File: src/rtl/ex_stage.sv
// ex_stage: RV64 execute stage with forwarding, ALU, iterative MUL and EX/MEM register (EX_RADIX4_MUL_EN selects radix-4 MUL)
module ex_stage #(
  parameter int XLEN = 64,
  parameter int REG_AW = 5
) (
  input  logic              clk,
  input  logic              rst,
  input  logic              in_valid,
  input  logic              AluSrc_in,
  input  logic              MemtoReg_in,
  input  logic              RegWrite_in,
  input  logic              MemRead_in,
  input  logic              MemWrite_in,
  input  logic [1:0]        Aluop_in,
  input  logic [2:0]        funct3_in,
  input  logic              funct7_5_in,
  input  logic              funct7_0_in,
  input  logic [XLEN-1:0]   rs1Data_in,
  input  logic [XLEN-1:0]   rs2Data_in,
  input  logic [XLEN-1:0]   immediate_in,
  input  logic [REG_AW-1:0] rd_in,
  input  logic [1:0]        forwardA,
  input  logic [1:0]        forwardB,
  input  logic [XLEN-1:0]   ex_mem_fwd,
  input  logic [XLEN-1:0]   mem_wb_fwd,
  input  logic              flush,
  output logic              stall,
  output logic              ex_mem_valid,
  output logic [XLEN-1:0]   ex_mem_alu_result,
  output logic [XLEN-1:0]   ex_mem_store_data,
  output logic              ex_mem_zero,
  output logic [REG_AW-1:0] ex_mem_rd,
  output logic              ex_mem_MemtoReg,
  output logic              ex_mem_RegWrite,
  output logic              ex_mem_MemRead,
  output logic              ex_mem_MemWrite
);
  typedef enum logic [1:0] {IDLE, MUL_BUSY, MUL_DONE} state_t;
`ifdef EX_RADIX4_MUL_EN
  localparam int STEPS = 32;
  localparam int SH = 2;
`else
  localparam int STEPS = 64;
  localparam int SH = 1;
`endif
  state_t state, state_nx;
  logic [6:0] cnt;
  logic [XLEN-1:0] fwd_a, fwd_b, op_b, alu, ma, mb, prod, res, step_add;
  logic [5:0] sh;
  logic is_mul, mul_start, bubble;
  assign fwd_a = forwardA == 2'b10 ? ex_mem_fwd : forwardA == 2'b01 ? mem_wb_fwd : rs1Data_in;
  assign fwd_b = forwardB == 2'b10 ? ex_mem_fwd : forwardB == 2'b01 ? mem_wb_fwd : rs2Data_in;
  assign op_b = AluSrc_in ? immediate_in : fwd_b;
  assign sh = op_b[5:0];
  assign is_mul = Aluop_in == 2'b10 && funct7_0_in && funct3_in == 3'b000;
  assign mul_start = state == IDLE && in_valid && is_mul && !flush;
  assign stall = rst && !flush && (mul_start || state == MUL_BUSY);
  assign bubble = stall || flush || !in_valid;
  assign res = state == MUL_DONE ? prod : alu;
`ifdef EX_RADIX4_MUL_EN
  assign step_add = (mb[0] ? ma : '0) + (mb[1] ? {ma[XLEN-2:0], 1'b0} : '0);
`else
  assign step_add = mb[0] ? ma : '0;
`endif
  always_comb begin
    alu = '0;
    if (Aluop_in == 2'b00) alu = fwd_a + op_b;
    else if (Aluop_in == 2'b01) alu = fwd_a - op_b;
    else if (!(Aluop_in == 2'b10 && funct7_0_in))
      case (funct3_in)
        3'b000: alu = (Aluop_in == 2'b10 && funct7_5_in) ? fwd_a - op_b : fwd_a + op_b;
        3'b001: alu = fwd_a << sh;
        3'b010: alu = {{(XLEN-1){1'b0}}, $signed(fwd_a) < $signed(op_b)};
        3'b011: alu = {{(XLEN-1){1'b0}}, fwd_a < op_b};
        3'b100: alu = fwd_a ^ op_b;
        3'b101: alu = funct7_5_in ? XLEN'($signed(fwd_a) >>> sh) : fwd_a >> sh;
        3'b110: alu = fwd_a | op_b;
        default: alu = fwd_a & op_b;
      endcase
  end
  always_comb begin
    state_nx = state;
    if (flush) state_nx = IDLE;
    else if (mul_start) state_nx = MUL_BUSY;
    else if (state == MUL_BUSY && cnt == 7'(STEPS - 1)) state_nx = MUL_DONE;
    else if (state == MUL_DONE) state_nx = IDLE;
  end
  always_ff @(posedge clk or negedge rst) begin
    if (!rst) begin
      state <= IDLE;
      cnt <= '0;
      ma <= '0;
      mb <= '0;
      prod <= '0;
    end else begin
      state <= state_nx;
      if (mul_start) begin
        ma <= fwd_a;
        mb <= fwd_b;
        prod <= '0;
        cnt <= '0;
      end else if (state == MUL_BUSY) begin
        prod <= prod + step_add;
        ma <= ma << SH;
        mb <= mb >> SH;
        cnt <= cnt + 7'd1;
      end
    end
  end
  // bubbles clear valid and control bits but leave data and rd untouched
  always_ff @(posedge clk or negedge rst) begin
    if (!rst) begin
      ex_mem_valid <= 1'b0;
      ex_mem_alu_result <= '0;
      ex_mem_store_data <= '0;
      ex_mem_zero <= 1'b0;
      ex_mem_rd <= '0;
      ex_mem_MemtoReg <= 1'b0;
      ex_mem_RegWrite <= 1'b0;
      ex_mem_MemRead <= 1'b0;
      ex_mem_MemWrite <= 1'b0;
    end else if (bubble) begin
      ex_mem_valid <= 1'b0;
      ex_mem_MemtoReg <= 1'b0;
      ex_mem_RegWrite <= 1'b0;
      ex_mem_MemRead <= 1'b0;
      ex_mem_MemWrite <= 1'b0;
    end else begin
      ex_mem_valid <= 1'b1;
      ex_mem_alu_result <= res;
      ex_mem_store_data <= fwd_b;
      ex_mem_zero <= res == '0;
      ex_mem_rd <= rd_in;
      ex_mem_MemtoReg <= MemtoReg_in;
      ex_mem_RegWrite <= RegWrite_in;
      ex_mem_MemRead <= MemRead_in;
      ex_mem_MemWrite <= MemWrite_in;
    end
  end
endmodule

File: config.mk
export PLATFORM = sky130hd
export DESIGN_NAME = ex_stage
export DESIGN_NICKNAME = d
export VERILOG_FILES = /design/src/rtl/ex_stage.sv
export SDC_FILE = /design/constraint.sdc
export NUM_CORES = 2
export LEC_CHECK = 0
export BUFFER_PORTS_ARGS = -buffer_cell sky130_fd_sc_hd__buf_2
export CORE_ASPECT_RATIO = 1.4
export CORE_UTILIZATION = 45
export CTS_CLUSTER_DIAMETER = 100
export DETAILED_ROUTE_END_ITERATION = 10
export PLACE_DENSITY_LB_ADDON = 0.1
export RECOVER_POWER = 25
export SYNTH_ARGS = -nofsm -noshare
export SYNTH_HDL_FRONTEND = slang
export SYNTH_SLANG_ARGS = --single-unit
File: constraint.sdc
create_clock -name clk -period 13.5 [get_ports clk]
set_input_delay 2.7 -clock clk [delete_from_list [all_inputs] [get_ports clk]]
set_output_delay 2.7 -clock clk [all_outputs]
set_load 0.05 [all_outputs]
==> reports/results.txt, run 1 <==
First-pass GRT wire length: 459000 um
Hold buffer count at CTS: 0
Area post-placement: 48400 sq um
# Post-CTS Setup Buffers: 0
Count of input and output buffers: 484
Dpl hpwl: 237000 um
Largest net degree at the start of global routing: 139
FP Rows: 136
Error: [ERROR GRT-0116] Global routing finished with congestion. Check the congestion regions in the DRC Viewer.
Outcome: aborted with a tool error
Grt ovf: 32
Chip Height: 374 um
Number of buffers created by CTS: 39
Chip width: 268 um
Synth top cells by count: nand2_1 (800), o21ai_0 (620), a21oi_1 (511)
Vias in the first global route: 58000
Routability cong.: 1.22
Starting Density: 45.4%
Area leader, netlist: dfrtp_1
Post-Synthesis Cells: 6174
Async SR Flop Fraction: 100%
Number of synthesized flops with an enable pin: 0
CTS-repair resized insts: 0
Synth warn: 0
CTS root buffer: clkbuf_16
I/O pin cnt: 485
Yosys reg bits: 340
GRT Total Usage: 64.8%
Top FF cell, synth: dfrtp_1
H-Tree Depth: 2
Syn nets: 6779
Post-synth top area share: 19.1%
Clock sinks: 340
Seq/Total Area, Yosys: 19.1%
Netlist cell types: 99
Syn Area/Cell: 7.22 sq um
Max clock buf depth: 3
Most frequent cell after synthesis: nand2_1
Stage reached: global routing (5_1_grt)
Post-Syn Area: 44600 sq um
Area contributors post-synth: dfrtp_1 (19%), mux2i_1 (8.3%), ha_1 (7.2%), o21ai_0 (7.0%), nand2_1 (6.7%)
routing by layer:
layer | track usage, % | GRT overflow
met1 | 67.3 | 0
met2 | 85.6 | 17
met3 | 40.8 | 0
met4 | 63.5 | 15
met5 | 9.78 | 0
stage by stage:
stage / std cells / util [%] / setup slack [ns]
2_1_floorplan: 6174 / - / 5.19
3_3_place_gp: 7708 / 49.3 / 2.56
4_1_cts: 7781 / 50.7 / 3.50
3_5_place_dp: 7710 / 49.3 / 2.90
cell families after synthesis:
kind of cell	count (synthesis)	synth area share, %
AOI/OAI and AO/OA	2206	32.1
xor gates and xnor gates	190	3.73
adders and majority gates	260	7.35
buffers and inverters	698	6.65
DFF	340	19.1
muxes	457	10.5
and+or+nand+nor	2023	20.6
==> run 2, diff against run 1 <==
- CORE_ASPECT_RATIO: 1.4 -> not set
- CORE_UTILIZATION: 45 -> 30
- CTS_CLUSTER_DIAMETER: 100 -> not set
- PLACE_DENSITY_LB_ADDON: 0.1 -> 0.15
==> run 2 against run 1 <==
Effect of this change:
- the flow now finishes, with violations (capacitance limit, slew limit)
- area after synthesis unchanged
- synthesized cell count unchanged
==> reports/results.txt, run 2 <==
Outcome: finished with violations (was aborted with a tool error)
Failing checks: capacitance limit, slew limit
RSZ-0062 raised after global routing: no
Most common cell after layout, fill and taps aside: nand2_1
Most used cell, CP: nand4_1
Hold buffer count at CTS: 0 (unchanged)
Max clock buf depth: 3 (unchanged)
Critical Path Start Type: input port
Number of synthesized flops with an enable pin: 0 (unchanged)
GRT Total Usage: 43.6%
Via count: 55500
Via density: 6.56
Buf/Inv on CP: 4
Largest net degree at the start of global routing: 142
Synth warn: 0 (unchanged)
Grt ovf: 0
Area grow syn2layout: 14.7%
Worst skew pair latency: 0.71 ns
# Post-CTS Setup Buffers: 0 (unchanged)
Total die area: 150000 sq um
R2R depth: 19
Leakage: 0.0231 uW
Post-synth top area share: 19.1% (unchanged)
Crit-path cells: buf_6 > mux2_2 > o22a_2 > nand2_2 > inv_2 > buf_4 > ha_1 > inv_1 > fa_1 > o21bai_1 > o211ai_1 > a211oi_1 > nor2_1 > o21ai_0 > mux2i_1 > xnor2_1 > a221o_1 > o31ai_1 > nand2_1 > nor4_1 > nand4_1 > nor4_2 > nand4_1 > o21ai_1
Fin nets: 7084
Critical path type: input port to register
Worst Hold Endpoint: ex_mem_alu_result[30]$_DFFE_PN0P_
Drt drc: 0
Post-Synthesis Cells: 6174 (unchanged)
Area of the core: 148000 sq um
Levels on crit path: 24
Netlist cell types: 99 (unchanged)
CTS-repair resized insts: 0 (unchanged)
Maximum VDD drop: 0.0983 mV
Hold Vio Cnt, Final: 0
DR WL/cell: 40.1 um
Final Max Slew Viols: 106
Ratio of final minimum period to clock period: 82.1%
FP Rows: 141 (was 136)
Finish-stage setup viols: 0
WP data required: 14.08 ns
Initial antenna violation count: 41
Routability cong.: 1.12 (was 1.22)
Worst Hold Launch: ex_mem_alu_result[30]$_DFFE_PN0P_
Power Total: 6720 uW
I/O pin cnt: 485 (unchanged)
Critical path's largest stage delay: 1.07 ns
Max_cap viols: 4
Worst Skew: 0.0545 ns
Seq/Total Area, Yosys: 19.1% (unchanged)
Cell depth of the worst min-delay path: 2
Post-Syn Area: 44600 sq um (unchanged)
Clock sinks: 340 (unchanged)
Dpl hpwl: 271000 um (was 237000 um)
Count of input and output buffers: 484 (unchanged)
Crit path capture type: register
Number of buffers created by CTS: 49 (was 39)
Worst R2R End: prod[62]$_DFFE_PN0P_
Async SR Flop Fraction: 100% (unchanged)
Hold WC Path Type: register to register
Top FF cell, synth: dfrtp_1 (unchanged)
Final worst-path setup slack: 2.42 ns
CTS clock-pin slew for the worst setup and hold paths: 0.06 ns
Hold Slack: 0.467 ns
Reg2reg setup slack: 6.64 ns
Critical path's top delay family: compound AO/OA/AOI/OAI gates
Routed wire length: 340000 um
Max Freq: 90.2 MHz
Chip Height: 387 um (was 374 um)
Synth top cells by count: nand2_1 (800), o21ai_0 (620), a21oi_1 (511) (unchanged)
Worst slew pin tran: 3.26 ns
CP Data Arrival Time: 11.67 ns
Area contributors post-synth: dfrtp_1 (19%), mux2i_1 (8.3%), ha_1 (7.2%), o21ai_0 (7.0%), nand2_1 (6.7%) (unchanged)
ANT nets after route: 0
Starting Density: 30.2% (was 45.4%)
Crit path time final: 11.08 ns
H-Tree Depth: 2 (unchanged)
Dpl ws: 2.25 ns (was 2.90 ns)
Pwr dens: 132 nW/um^2
Crit-path max FO: 75
Slowest cell on crit path: a211oi_1
Yosys reg bits: 340 (unchanged)
First-pass GRT wire length: 455000 um
Slew margin rel.: -117%
First-pass DRT Iterations: 8
Chip width: 387 um (was 268 um)
Syn Area/Cell: 7.22 sq um (unchanged)
TritonCTS clock tree: built
CTS root buffer: clkbuf_16 (unchanged)
Layout cells sized above 1: 15.6%
Setup crit start: forwardB[0]
Vias in the first global route: 51400
Reg-to-Reg Start: mb[0]$_DFFE_PN0P_
Most frequent cell after synthesis: nand2_1 (unchanged)
Setup TNS Final: 0 ns
Drt initial violations: 8007
Syn nets: 6779 (unchanged)
Area leader, netlist: dfrtp_1 (unchanged)
Most frequent cells in the layout: nand2_1 (797), o21ai_0 (608), a21oi_1 (511)
## run 2: cell counts after synthesis
No cell type changed its count.
## run 2: layer usage
layer / GRT usage [%] / vias up / wire length (um)
met5: 0 / - / 93
met4: 30.7 / 12 / 28800
met3: 11.3 / 793 / 36500
met2: 61.6 / 3737 / 135000
met1: 57.1 / 27500 / 139000
li1: - / 23500 / -
## run 2: worst reg2reg max path, stage by stage (launching register included)
cell and delay (ns):
dfrtp_2 0.33, buf_4 0.52, and2_1 0.24, ha_1 0.21
fa_1 0.24, a21o_1 0.13, a21oi_1 0.12, o21a_1 0.23
or4_1 0.64, a211o_1 0.44, a41oi_1 0.77, a41o_1 0.75
a31o_2 0.34, o21ai_1 0.20, o21ai_0 0.66, a211oi_1 0.37
a21oi_1 0.23, a21oi_1 0.10, xor2_1 0.14, o21ai_0 0.14
## run 2: how the worst max path moves through the flow
stage,end
after floorplan,ex_mem_zero$_DFFE_PN0P_
after global placement,ex_mem_zero$_DFFE_PN0P_
after detailed placement,ex_mem_zero$_DFFE_PN0P_
after CTS,ex_mem_zero$_DFFE_PN0P_
after global routing,ex_mem_zero$_DFFE_PN0P_
final,ex_mem_zero$_DFFE_PN0P_
## run 2: report_power, final
group / internal (uW) / total [uW] / switching [uW]
Clock: 753 / 1360 / 604
Combinational: 1070 / 3910 / 2840
Sequential: 1210 / 1450 / 242
Total: 3030 / 6720 / 3690
## run 2: cell families (layout without fill, tap and decap cells)
kind of cell | count (synthesis) | count (layout) | share of synthesized area (%)
AOI/OAI and AO/OA | 2206 | 2206 | 32.1
xor gates and xnor gates | 190 | 190 | 3.73
adders and majority gates | 260 | 260 | 7.35
buffers and inverters | 698 | 1040 | 6.65
DFF | 340 | 340 | 19.1
muxes | 457 | 457 | 10.5
other | 0 | 21 | 0
and+or+nand+nor | 2023 | 2023 | 20.6
## run 2: layout make-up
cell class | instances | area, sq um
diodes | 21 | 52.6
clock buffers | 68 | 1370
clock inverters | 20 | 230
fillers | 16000 | 96600
inverters | 223 | 841
multi-input cells | 5136 | 33400
flip-flops and latches | 340 | 8510
well taps | 1930 | 2410
repair buffers | 729 | 4330
## run 2: metrics by stage
stage	util [%]	cells	instance area [sq um]
finish	34.6	8467	51100
global route	34.6	8453	51100
CTS	34.6	8446	51100
detailed placement	33.5	8358	49500
global placement	33.5	8355	49500
floorplan	-	6174	44600
Note: power is estimated with default switching activity, not from simulation.
